**config.mk**
```make
export PLATFORM = sky130hd
export DESIGN_NAME = cc_wrap_serializer
export DESIGN_NICKNAME = d
export VERILOG_FILES = /design/src/rtl/cc_wrap_serializer.sv
export SDC_FILE = /design/constraint.sdc
export NUM_CORES = 1
export LEC_CHECK = 0
export ABC_AREA = 0
export CORE_MARGIN = 3
export CORE_UTILIZATION = 35
export DETAILED_ROUTE_END_ITERATION = 7
export PLACE_DENSITY_LB_ADDON = 0.25
export SYNTH_ARGS = -nofsm -noshare
export SYNTH_HDL_FRONTEND = slang
export SYNTH_SLANG_ARGS = --single-unit
```
**constraint.sdc**
```tcl
create_clock -name clk -period 5.4 [get_ports clk]
set_input_delay 0.81 -clock clk [delete_from_list [all_inputs] [get_ports clk]]
set_output_delay 0.81 -clock clk [all_outputs]
set_load 0.1 [all_outputs]
```
**src/rtl/cc_wrap_serializer.sv**
```systemverilog
// cc_wrap_serializer: pops cache lines from a show-ahead FIFO and emits them as R-channel bursts, critical-word-first wrapping when CC_SER_WRAP_EN is defined
module cc_wrap_serializer #(
  parameter int LINE_W = 512,
  parameter int BEAT_W = 64,
  parameter int OFS_W = 6
) (
  input  logic                    clk,
  input  logic                    rst_n,
  input  logic                    fifo_empty_i,
  input  logic [OFS_W+LINE_W-1:0] fifo_rdata_i,
  output logic                    fifo_rden_o,
  output logic [BEAT_W-1:0]       rdata_o,
  output logic                    rlast_o,
  output logic                    rvalid_o,
  input  logic                    rready_i
);
  localparam int BEATS = LINE_W / BEAT_W;
  localparam int IDX_W = $clog2(BEATS);
  typedef enum logic {IDLE, SEND} state_t;
  state_t state_q, state_d;
  logic [LINE_W-1:0] line_q, line_d;
  logic [IDX_W-1:0] idx_q, idx_d, cnt_q, cnt_d, start;
  logic hs, last, load, unused_ofs;
  assign unused_ofs = ^fifo_rdata_i[LINE_W +: OFS_W];
`ifdef CC_SER_WRAP_EN
  localparam int BSH = $clog2(BEAT_W / 8);
  assign start = fifo_rdata_i[LINE_W+BSH +: IDX_W];
`else
  assign start = '0;
`endif
  assign rvalid_o = state_q == SEND;
  assign last = cnt_q == IDX_W'(BEATS - 1);
  assign hs = rvalid_o & rready_i;
  assign load = rst_n & ~fifo_empty_i & ((state_q == IDLE) | (hs & last));
  assign fifo_rden_o = load;
  assign rlast_o = rvalid_o & last;
  assign rdata_o = line_q[idx_q*BEAT_W +: BEAT_W];
  always_comb begin
    state_d = load ? SEND : (hs & last) ? IDLE : state_q;
    line_d = load ? fifo_rdata_i[LINE_W-1:0] : line_q;
    idx_d = load ? start : hs ? idx_q + 1'b1 : idx_q;
    cnt_d = load ? '0 : hs ? cnt_q + 1'b1 : cnt_q;
  end
  always_ff @(posedge clk or negedge rst_n) begin
    if (!rst_n) begin
      state_q <= IDLE;
      line_q <= '0;
      idx_q <= '0;
      cnt_q <= '0;
    end else begin
      state_q <= state_d;
      line_q <= line_d;
      idx_q <= idx_d;
      cnt_q <= cnt_d;
    end
  end
endmodule
```
# == Word-level counts from Yosys, hierarchy flattened ==
# Cells that the tools add are included.
# totals
inputBits,522
out_inout_bits,67
ff_bits,519
elab_cells,24
# classes
n_shift,1
n_mux,6
bitwise_logic,8
n_reduce_logical,2
n_eq_ne,1
addsub,2
# op_table
cell,n
$shiftx A512 B10 Y64,1
$mux W3,4
$add A3 B1 Y3 const B,2
$and A1 B1 Y1,5
$reduce_bool A2 Y1,2
$eq A3 B3 Y1 const B,1
$mux W1,2
$not A1 Y1,2
$or A1 B1 Y1,1

# == Depth between registers and ports, before layout ==
# depth
ltp_word,5
ltp_mapped,7
ltp_nobuf,5

# == Least setup slack after synthesis ==
# Ideal clock, no wire load.
# synth_path
path_type,flip-flop to output port
startpoint,reg state_q (netlist: rvalid_o)
endpoint,out rlast_o
path_stages_with_launch,3
setup_slack_ns,2.598
t_arrival_ns,1.992
required_time_ns,4.590
path_cell_list,dfrtp_1 buf_2 and2_1
# synth_via
elab_chain_cells,1
# synth_lines
item,line_no,rtl
from (decl),20,"state_t state_q, state_d;"
from (signal assigned),51,state_q <= state_d;
$and A1 B1 Y1,36,assign rlast_o = rvalid_o & last;
to (decl),13,"output logic rlast_o,"
# No other way between the ends.

# == Worst setup path in the final report ==
# layout_path
startpoint,reg idx_q[0]
endpoint,out rdata_o[21]
# layout_via
elab_chain_cells,1
# layout_lines
item,line_no,rtl
from (decl),22,"logic [IDX_W-1:0] idx_q, idx_d, cnt_q, cnt_d, start;"
from (signal assigned),53,idx_q <= idx_d;
$shiftx A512 B10 Y64,37,assign rdata_o = line_q[idx_q*BEAT_W +: BEAT_W];
to (decl),12,"output logic [BEAT_W-1:0] rdata_o,"
# No other way between the ends.

==> flow_metrics.env <==
export IMPL_grtUsageTotal_pct=18.19
export IMPL_dr_total_vias=13970
export IMPL_die_h_um=264.5
export IMPL_power_switching_share_pct=41.15
export IMPL_layout_core_utilization_pct=48.33
export IMPL_r2r_setup_slk_ns=2.63
export IMPL_netlist_cell_type_count=17
export IMPL_cp_data_arrival_time_ns=3.74
export IMPL_clock_skew_ns=0.007430
export IMPL_globalRoute_totalOverflow=0
export IMPL_clockPowerShare_pct=18.4
export IMPL_timing_critical_path_slowest_stage_cell="sky130_fd_sc_hd__clkdlybuf4s50_1"
export IMPL_power_internal_mw=13.00
export IMPL_drt_pass1_iter_count=4
export IMPL_slew_headroom_pct=24.26
export IMPL_placementRows=94
export IMPL_final_nets=2450
export IMPL_grt_pass1_vias=16040
export IMPL_die_width_um=264.5
export IMPL_postSynthNetCount=1867
export IMPL_timing_final_setup_violations=0
export IMPL_boundaryPins=589
export IMPL_clock_sinks=519
export IMPL_fmax_ghz=0.2198
export IMPL_dr_first_iter_drc_count=620
export IMPL_power_leakage_nw=13.09
export IMPL_drc=0
export IMPL_cts_max_level=2
export IMPL_numPortBuffers=582
export IMPL_outcome="finished, final reports clean"
export IMPL_core_sq_mm=0.06598
export IMPL_hold_ws_ns=0.1420
export IMPL_drt_total_wl_mm=63.72
export IMPL_worstSkewPairLatency_ns=0.59
export IMPL_grt_max_degree=168
export IMPL_synth_cell_area_sq_mm=0.02339
export IMPL_cts_root_buffer_cell="sky130_fd_sc_hd__clkbuf_16"
export IMPL_synth_cells=1342
export IMPL_timing_setup_tns_ns=0
export IMPL_final_period_utilization_pct=84.23
export IMPL_path_class="reg2out"
export IMPL_total_switching_power_mw=9.093
export IMPL_post_cts_resized_instances=0
export IMPL_sequentialPowerShare_pct=31.3
export IMPL_max_vdd_ir_drop_uv=597.0
export IMPL_via_per_inst=4.890
export IMPL_cap_viol_max_count=0
export IMPL_start_util_pct=35.45
export IMPL_dpl_hpwl_mm=45.75
export IMPL_startpoint_type="register"
export IMPL_hold_violations=0
export IMPL_footprint_of_the_multi_input_gates_sq_mm=0.009534
export IMPL_crit_chain="buf_4 > mux4_2 > mux2_2 > clkdlybuf4s50_1"
export IMPL_ys_ff_latch=519
export IMPL_reg_area_sq_mm=0.01300
export IMPL_layout_fillers=5707
export IMPL_gp_routability_congestion=0.7947
export IMPL_antenna_found_initial=31
export IMPL_grt_pass1_wl_mm=97.92
export IMPL_pwr_density_cell_mw_per_mm2=692.9
export IMPL_tightestPinTransition_ns=1.133
export IMPL_crit_fanout=33
export IMPL_count_of_antenna_violating_nets_left_after_detailed_routing=0
export IMPL_synth_seq_area_share_pct=55.53
export IMPL_tritoncts_num_buffers=58
export IMPL_area_growth_syn_to_layout_pct=36.34
export IMPL_cts_hold_buf=0
export IMPL_worst_endpoint_required_ns=4.59
export IMPL_design_die_area_sq_mm=0.06997
export IMPL_combPwrFrac_pct=50.3
export IMPL_fin_crit_ns=4.549
export IMPL_cts_repair_timing_setup_buffer_count=0
export IMPL_final_layout_size_suffix_gt1_share_pct=42.52
export IMPL_tritoncts_clock_tree="built"
export IMPL_ctsLongestPathBuffers=3
export IMPL_cts_reportedPaths_clkPinSlew_ns=0.06
export IMPL_number_of_warning_messages_in_the_yosys_log=0
export IMPL_drt_wirelength_per_cell_um=22.31
export IMPL_endpoint_kind="primary output"
export IMPL_report_final_slew_viol_count=0
export IMPL_hold_path_class="in2async"
export IMPL_synthesis_area_per_instance_sq_um=17.43
export IMPL_critPathMaxStageDelay_ns=0.97
export IMPL_rsz0062_at_grt="no"
kinds of logic after synthesis:
group | Yosys count | share of synthesized area, %
compound gates | 4 | 0.1337
xor+xnor | 3 | 0.1124
fa+ha+maj | 3 | 0.1605
buf+inv | 93 | 3.712
flops | 519 | 55.53
mux | 704 | 40.06
simple gates | 16 | 0.2996
metal layers:
metal / routed length, um / track usage (%) / up-vias
met4: 1532 / 6.038 / 20
met1: 24350 / 21.01 / 7216
li1: - / - / 6256
met5: 123 / 0 / -
met3: 5405 / 6.887 / 109
met2: 32310 / 31.22 / 365
state kept, by name, indices dropped and copies added (netlist names):
register	cells
rvalid_o	1
line_q	512
idx_q	3
cnt_q	3
worst paths after layout:
path                              from  cells past startpoint     endpoint
setup / recovery              idx_q[0]                      4  rdata_o[21]
hold / removal                   rst_n                      1  line_q[231]
setup reg to reg              cnt_q[0]                      6  line_q[302]
hold reg to reg            line_q[443]                      1  line_q[443]
max in group asynchronous        rst_n                      3     idx_q[1]
min in group clk           line_q[443]                      1  line_q[443]
synthesized netlist by cell type:
| cell type | n | area share [%] |
|---|---|---|
| sky130_fd_sc_hd__buf_6 | 67 | 3.2 |
| sky130_fd_sc_hd__mux4_2 | 128 | 12 |
| sky130_fd_sc_hd__nand3_1 | 4 | 0.086 |
| sky130_fd_sc_hd__xor2_1 | 3 | 0.11 |
| sky130_fd_sc_hd__nand2b_1 | 1 | 0.027 |
| sky130_fd_sc_hd__dfrtp_1 | 519 | 56 |
| sky130_fd_sc_hd__buf_1 | 8 | 0.13 |
| sky130_fd_sc_hd__and2_1 | 1 | 0.027 |
| sky130_fd_sc_hd__nor2_1 | 3 | 0.048 |
| sky130_fd_sc_hd__ha_1 | 3 | 0.16 |
| sky130_fd_sc_hd__nand2_1 | 7 | 0.11 |
| sky130_fd_sc_hd__clkbuf_1 | 11 | 0.18 |
| sky130_fd_sc_hd__buf_2 | 4 | 0.086 |
| sky130_fd_sc_hd__a21oi_4 | 1 | 0.070 |
| sky130_fd_sc_hd__buf_4 | 3 | 0.096 |
| sky130_fd_sc_hd__a21oi_1 | 3 | 0.064 |
| sky130_fd_sc_hd__mux2_2 | 576 | 28 |
worst max-delay path, delay by kind of cell (launching register included):
kind | cells | cell delay (ns)
flops | 1 | 0.95
buf+inv | 2 | 1.36
mux | 2 | 0.82
placed cells by master (no fill, tap or decap):
master	n
sky130_fd_sc_hd__a21oi_1	3
sky130_fd_sc_hd__a21oi_4	1
sky130_fd_sc_hd__and2_1	1
sky130_fd_sc_hd__buf_12	13
sky130_fd_sc_hd__buf_4	22
sky130_fd_sc_hd__buf_8	1
sky130_fd_sc_hd__bufinv_16	6
sky130_fd_sc_hd__clkbuf_1	12
sky130_fd_sc_hd__clkbuf_16	59
sky130_fd_sc_hd__clkbuf_8	13
sky130_fd_sc_hd__clkdlybuf4s50_1	580
sky130_fd_sc_hd__clkinv_2	11
sky130_fd_sc_hd__clkinv_4	1
sky130_fd_sc_hd__clkinvlp_4	2
sky130_fd_sc_hd__dfrtp_1	516
sky130_fd_sc_hd__dfrtp_4	3
sky130_fd_sc_hd__diode_2	21
sky130_fd_sc_hd__ha_1	3
sky130_fd_sc_hd__inv_6	2
sky130_fd_sc_hd__mux2_2	576
sky130_fd_sc_hd__mux4_2	128
sky130_fd_sc_hd__nand2_1	7
sky130_fd_sc_hd__nand2b_1	1
sky130_fd_sc_hd__nand3_1	4
sky130_fd_sc_hd__nor2_1	3
sky130_fd_sc_hd__xor2_1	3
layout make-up:
type	instances	share of cell area, %
Timing Repair Buffer	616	19.59
Tap cell	864	3.390
Antenna cell	21	0.1648
Sequential cell	519	40.76
Clock inverter	22	0.8671
Clock buffer	84	5.332
Multi-Input combinational cell	730	29.90
power by group through the flow:
stage / clock network, mW / registers [mW] / logic (mW)
after floorplan: 0 / 6.40 / 9.00
after global routing: 4.36 / 7.20 / 11.6
after CTS: 4.21 / 6.97 / 11.2
after detailed placement: 0 / 7.03 / 11.2
after global placement: 0 / 6.93 / 11.1
final: 4.06 / 6.93 / 11.1
per-stage QoR:
step                      power [mW]  worst slack [ns]  std cells  area (sq um)
after floorplan                15.40             2.598       1342         23390
after global placement         18.00             1.328       2729         29860
after detailed placement       18.23             1.350       2729         29860
after CTS                      22.42            0.6846       2835         31840
after global routing           23.19            0.6145       2847         31870
final                          22.10            0.8513       2856         31890
Note: power is estimated with default switching activity, not from simulation.
